$ cat src/rtl/bcd_digit_extractor_seq.sv
// Sequential binary-to-BCD extractor: one input bit per clock using shift-add-3.
// The result is registered and held between conversions. Values above the
// digit capacity saturate the digits to all 9s and raise overflow.
module bcd_digit_extractor_seq #(
    parameter int unsigned IN_WIDTH = 8,
    parameter int unsigned DIGITS   = 3
) (
    input  logic                  clk,
    input  logic                  rst_n,
    input  logic                  start,
    input  logic [IN_WIDTH-1:0]   input_number,
    output logic                  busy,
    output logic                  done,
    output logic [4*DIGITS-1:0]   digits,
    output logic                  overflow
);

    localparam int unsigned BCD_W = 4 * DIGITS;
    localparam int unsigned CNT_W = $clog2(IN_WIDTH + 1);
    localparam logic [BCD_W-1:0] ALL_NINES = {DIGITS{4'h9}};

    typedef enum logic [1:0] {
        IDLE  = 2'd0,
        SHIFT = 2'd1,
        DONE  = 2'd2
    } state_t;

    state_t               state;
    logic [IN_WIDTH-1:0]  shift_reg;
    logic [BCD_W-1:0]     scratch;
    logic [CNT_W-1:0]     bit_cnt;
    logic                 ovf_int;

    logic [BCD_W-1:0]     adj_c;
    logic [BCD_W-1:0]     scratch_nxt_c;
    logic [IN_WIDTH-1:0]  shift_nxt_c;
    logic                 carry_c;
    logic                 ovf_nxt_c;

    // One shift-add-3 step: correct digits >= 5, then shift scratch:shift_reg left.
    always_comb begin
        adj_c = scratch;
        for (int k = 0; k < int'(DIGITS); k++) begin
            if (scratch[4*k +: 4] >= 4'd5) begin
                adj_c[4*k +: 4] = scratch[4*k +: 4] + 4'd3;
            end
        end
        {carry_c, scratch_nxt_c, shift_nxt_c} = {adj_c, shift_reg, 1'b0};
        ovf_nxt_c = ovf_int | carry_c;
    end

    // Control FSM with datapath registers and registered handshake/result.
    always_ff @(posedge clk or negedge rst_n) begin
        if (!rst_n) begin
            state     <= IDLE;
            shift_reg <= '0;
            scratch   <= '0;
            bit_cnt   <= '0;
            ovf_int   <= 1'b0;
            busy      <= 1'b0;
            done      <= 1'b0;
            digits    <= '0;
            overflow  <= 1'b0;
        end else begin
            done <= 1'b0;
            case (state)
                IDLE, DONE: begin
                    if (start) begin
                        shift_reg <= input_number;
                        scratch   <= '0;
                        ovf_int   <= 1'b0;
                        bit_cnt   <= CNT_W'(IN_WIDTH);
                        busy      <= 1'b1;
                        state     <= SHIFT;
                    end else begin
                        busy  <= 1'b0;
                        state <= IDLE;
                    end
                end
                SHIFT: begin
                    shift_reg <= shift_nxt_c;
                    scratch   <= scratch_nxt_c;
                    ovf_int   <= ovf_nxt_c;
                    bit_cnt   <= bit_cnt - CNT_W'(1);
                    // Last bit: publish the result as DONE is entered.
                    if (bit_cnt == CNT_W'(1)) begin
                        busy     <= 1'b0;
                        done     <= 1'b1;
                        overflow <= ovf_nxt_c;
                        digits   <= ovf_nxt_c ? ALL_NINES : scratch_nxt_c;
                        state    <= DONE;
                    end
                end
                default: begin
                    busy  <= 1'b0;
                    state <= IDLE;
                end
            endcase
        end
    end

endmodule

$ cat config.mk
export PLATFORM = sky130hd
export DESIGN_NAME = bcd_digit_extractor_seq
export DESIGN_NICKNAME = d
export VERILOG_FILES = /design/src/rtl/bcd_digit_extractor_seq.sv
export SDC_FILE = /design/constraint.sdc
export NUM_CORES = 1
export LEC_CHECK = 0
export CAP_MARGIN = 20
export CORE_MARGIN = 4
export CORE_UTILIZATION = 49
export CTS_BUF_LIST = sky130_fd_sc_hd__clkbuf_16
export CTS_CLUSTER_SIZE = 28
export DETAILED_ROUTE_END_ITERATION = 8
export GPL_ROUTABILITY_DRIVEN = 0
export HOLD_SLACK_MARGIN = 0.02
export PLACE_DENSITY = 0.71
export SLEW_MARGIN = 25
export SYNTH_ARGS = -nofsm -noshare
export SYNTH_HDL_FRONTEND = slang
export SYNTH_SLANG_ARGS = --single-unit
$ cat constraint.sdc
create_clock -name clk -period 1.6 [get_ports clk]
set_input_delay 0.48 -clock clk [delete_from_list [all_inputs] [get_ports clk]]
set_output_delay 0.48 -clock clk [all_outputs]
set_load 0.005 [all_outputs]
Word level (Yosys, flattened, before mapping)
Index checks and enable logic that the tools add are counted.
{"block": "totals", "regBits": 42, "out_inout_bits": 15}
{"block": "op_classes", "n_addsub": 4, "n_lt_le_gt_ge": 3, "eq_ne": 5, "n_mux": 20, "bitwise_logic": 1, "reduce_logical": 5}
{"op": "2-to-1 mux 12 bit", "n": 2}
{"op": "case mux 12 bit (2 select lines)", "n": 1}
{"op": "2-to-1 mux 4 bit", "n": 4}
{"op": "case mux 8 bit (2 select lines)", "n": 1}
{"op": "adder 4 x 2 -> 4 bit (second input constant)", "n": 3}
{"op": "greater-or-equal comparator 4 x 3 -> 1 bit (second input constant)", "n": 3}
{"op": "2-to-1 mux 8 bit", "n": 1}
{"op": "case mux 4 bit (2 select lines)", "n": 1}
{"op": "2-to-1 mux 1 bit", "n": 6}
{"op": "equality test 4 x 1 -> 1 bit (second input constant)", "n": 1}
{"op": "!= test 2 bit (second input constant)", "n": 2}
{"op": "case mux 1 bit (2 select lines)", "n": 2}
{"op": "case mux 2 bit (2 select lines)", "n": 1}
{"op": "AND reduction 2 bit", "n": 2}
{"op": "subtractor 4 x 1 -> 4 bit (second input constant)", "n": 1}
{"op": "equality test 2 x 1 -> 1 bit (second input constant)", "n": 1}
{"op": "equality test 2 bit (second input constant)", "n": 1}
{"op": "zero test 2 bit", "n": 1}
{"op": "2-to-1 mux 2 bit", "n": 1}
{"op": "nonzero test 2 bit", "n": 1}
{"op": "OR reduction 2 bit", "n": 1}
{"op": "bitwise OR 1 bit", "n": 1}

Longest topological paths before layout
{"block": "depth", "ltp_word": 4, "ltp_mapped": 8, "mapped_depth_nobuf": 7}

Worst setup path after synthesis
OpenSTA, ideal clock, no wires.
{"block": "synth_timing", "path_kind": "register -> register", "start": "register scratch[8]", "end": "register digits[10]", "arrival_ps": 1559, "path_slack_ps": -51, "path_stages_with_launch": 8, "synth_period_minus_slack_ps": 1651, "path_cell_list": "dfrtp_1 > inv_1 > ha_1 > nand2b_1 > nor3b_1 > or3_1 > buf_6 > o31ai_2"}
{"block": "synth_between", "elab_chain_cells": 4, "elab_cells_between_ends": 5, "cone_classes": "1 x add/sub; 1 x order compare; 2 x mux; 1 x bitwise"}
{"element": "start, declared", "line_no": "30", "source": "logic [BCD_W-1:0] scratch;"}
{"element": "start signal, assigned", "line_no": "82", "source": "scratch <= scratch_nxt_c;"}
{"element": "adder 4 x 2 -> 4 bit or greater-or-equal comparator 4 x 3 -> 1 bit (tied branches)", "line_no": "45, 44"}
{"element": "2-to-1 mux 4 bit *", "line_no": "44", "source": "if (scratch[4*k +: 4] >= 4'd5) begin"}
{"element": "bitwise OR 1 bit", "line_no": "49", "source": "ovf_nxt_c = ovf_int | carry_c;"}
{"element": "2-to-1 mux 12 bit *", "line_no": "90", "source": "digits <= ovf_nxt_c ? ALL_NINES : scratch_nxt_c;"}
{"element": "end signal, assigned", "line_no": "90"}
{"element": "end, declared", "line_no": "14", "source": "output logic [4*DIGITS-1:0] digits,"}
Mark *: on every way between the ends. The rest lies on a longest branch, timed or not.
A chain may end at the register's enable or synchronous reset.

Worst setup path in the final report
{"block": "layout_timing", "start": "register scratch[9]", "end": "register digits[10]"}
The elaborated chain is that of the path after synthesis.

==> metrics.md <==
| Metric | Value |
|---|---|
| Die X | 71.1 um |
| Tmin final | 1590 ps |
| Critical Path End Type | flop |
| H-tree levels | 2 |
| Final ANT Viol Nets | 0 |
| Switching share of total power | 37.7% |
| Pleak | 0.00128 uW |
| Compound-cell area share of the yosys netlist | 18.0% |
| Total Routing Usage GR | 17.8% |
| Drt wl/cell | 14.7 um |
| Mapped Area | 1950 um2 |
| Max VDD drop | 1.11 mV |
| Std cell rows | 22 |
| Fin. Hold Viols | 0 |
| Initial antenna violation count | 0 |
| Ant diodes | 0 |
| CP startpoint kind | flop |
| Synth Instances | 192 |
| Synth Area in Simple Gates | 15.6% |
| Total wire length | 4220 um |
| F_max | 0.630 GHz |
| Post-synth top flop | dfrtp_1 |
| Pwr/cell area | 2090 nW/um2 |
| Post-Layout Inst Area | 2680 um2 |
| Synth-to-layout area growth | 37.1% |
| First-pass GRT wire length | 7010 um |
| CTS buffer count | 5 |
| Run status | finished clean |
| CTS tree | done |
| Max-slew violations | 0 |
| Via/cell ratio | 5.37 |
| Vias in the first global route | 1569 |
| Max stage delay on crit path | 390 ps |
| # hold bufs at CTS | 0 |
| Area share of the largest cell type after synthesis | 53.8% |
| Req. time, crit path | 1790 ps |
| Input/output buffers | 25 |
| Dpl hpwl | 2970 um |
| Post-Synth XOR/XNOR Area | 1.35% |
| DRC marker count from the first detailed-route iteration | 112 |
| CTS Sinks | 42 |
| Internal | 3480 uW |
| Family with the most delay on the worst path | simple AND/OR/NAND/NOR gates |
| Worst Path Max Fanout | 6 |
| First drt pass iteration count | 4 |
| Largest family of logic cells by synthesized area | compound AO/OA/AOI/OAI gates |
| Post-Place Setup Slack | -163 ps |
| Ys async rst share | 100% |
| Via count | 1542 |
| Worst-Skew Late Latency | 280 ps |
| Yosys warning total | 0 |
| Logic pwr share | 49.7% |
| Post-synthesis adder-cell area fraction | 5.13% |
| Largest net degree at the start of global routing | 43 |
| Yosys top cell by area | dfrtp_1 |
| IO Count | 26 |
| Number of synthesized register bits | 42 |
| Period utilisation layout | 99.2% |
| Final setup vio count | 0 |
| RSZ-0062 raised after global routing | true |
| Register share of total power | 33.9% |
| Switch Pwr | 2100 uW |
| Die ar. | 5060 um2 |
| Clock skew | 1.67 ps |
| Critical path class | reg2reg |
| Syn Nets | 211 |
| Synth area leaders | dfrtp_1, nand2_1, ha_1 |
| Post-synthesis cell type count | 32 |
| Slew headroom | 61.5% |
| Arr. time, crit path | 1770 ps |
| DRC viols | 0 |
| Final Net Count | 258 |
| CTS clk-pin slew, worst paths | 60 ps |
| Die H | 71.1 um |
| Util after Layout | 71.5% |
| Share of layout cells above drive strength 1 | 25.9% |
| Post-synth EDFFs | 0 |
| CP max stage cell | or3_4 |
| Proportion of synthesized chip area in sequential cells | 53.8% |
| Worst-margin pin slew | 577 ps |
| GRT overflow | 0 |
| Max Cap Violations | 0 |
| Post-synthesis mux area share | 1.73% |
| Hold WC Path Type | in2async |
| Core Area | 3740 um2 |
| Clock share of power | 16.4% |
| Clk buf depth | 2 |
| Placed inst area | 2400 um2 |
| Syn Area/Cell | 10.2 um2 |
| Buf/Inv on CP | 1 |
| CP cell instances | inv_2, ha_2, nand2b_4, nor3b_4, or3_4, o31ai_2 |
| Initial Utilization | 52.1% |
| Worst Setup Slack, final | 13.0 ps |
| Root buf cell | clkbuf_16 |
[per-layer routing]
metal	wire length, um	GRT usage, %	up-vias
li1	-	-	754
met1	1730	19.1	742
met2	2230	33.2	38
met3	199	4.97	8
met4	61	5.85	0
met5	0	0	-
[through the flow]
step	hold slack (ps)	power (uW)	setup TNS, ps	instances
CTS	176	5310	-27.8	286
global placement	463	4210	-883	274
detailed placement	467	4360	-3180	274
finish	168	5580	0	287
global route	186	6020	-353	287
floorplan	184	3290	-56.0	192
[Yosys cell counts (2+ instances only)]
master,instances
nor2_1,8
xnor2_1,3
a22o_1,2
mux2_2,3
a22oi_1,7
nand2_1,35
clkbuf_1,6
o21ai_0,18
nand2b_1,5
ha_1,8
a31oi_1,6
dfrtp_1,42
nor3b_1,6
a21oi_1,10
inv_1,11
o31ai_2,6
[power groups by stage]
stage / clock (uW) / combinational (uW) / sequential [uW]
2_1_floorplan: 0 / 1470 / 1830
3_3_place_gp: 0 / 2360 / 1850
3_5_place_dp: 0 / 2470 / 1890
4_1_cts: 937 / 2510 / 1870
5_1_grt: 973 / 3090 / 1960
6_report: 916 / 2780 / 1890
[worst reg2reg max path, cell delays in order, from the launching register on]
cell and delay (ps):
dfrtp_1 360, inv_2 60, ha_2 170, nand2b_4 140, nor3b_4 150, or3_4 390, o31ai_2 230
[layout by cell type (no fill, tap or decap), types with 2 or more instances in the layout]
cell type	netlist	routed
buf_6	1	2
buf_4	0	18
o21ai_1	1	5
nor3b_4	0	2
o31ai_2	6	6
a22oi_1	7	7
nand2b_1	5	3
nor3b_1	6	5
mux2_4	0	2
nor2_1	8	8
dlymetal6s2s_1	0	3
ha_1	8	5
clkdlybuf4s50_1	0	9
dfrtp_1	42	42
inv_2	1	5
a21oi_2	0	4
a22o_1	2	2
ha_4	0	2
xnor2_1	3	2
a21oi_1	10	6
buf_12	0	3
nand2b_4	0	2
o21ai_0	18	14
inv_1	11	8
clkbuf_16	0	5
dlygate4sd2_1	0	12
a31oi_1	6	5
nand2_1	35	35
[final timing paths]
check | startpoint | end | slack [ps] | cells past startpoint
setup / recovery | scratch[9] | digits[10] | 10 | 6
hold / removal | rst_n | scratch[3] | 170 | 2
setup reg to reg | scratch[9] | digits[10] | 10 | 6
hold reg to reg | shift_reg[2] | shift_reg[2] | 490 | 2
max in group asynchronous | rst_n | scratch[11] | 1230 | 2
min in group clk | shift_reg[2] | shift_reg[2] | 490 | 2
[kinds of logic after synthesis]
family / count (synthesis)
adder cells (fa/ha/maj): 8
buffers and inverters: 20
XOR/XNOR: 3
AO/OA/AOI/OAI: 53
flip-flops: 42
multiplexers: 3
AND/OR/NAND/NOR: 63
[what timing repair did]
| item | in CTS | in global routing |
|---|---|---|
| pin swaps | 0 | 5 |
| setup endpoints to repair | 21 | 23 |
| setup buffers | 5 | 1 |
| gates resized for setup | 15 | 27 |
[cell type report]
| type | instances | area, um2 |
|---|---|---|
| Tap cell | 48 | 60.1 |
| Multi-Input combinational cell | 130 | 930 |
| Clock buffer | 5 | 125 |
| Fill cell | 295 | 1070 |
| Sequential cell | 42 | 1050 |
| Timing Repair Buffer | 48 | 455 |
| Inverter | 12 | 47.5 |
| Clock inverter | 2 | 7.51 |
Power figures use the tool's default switching activity.
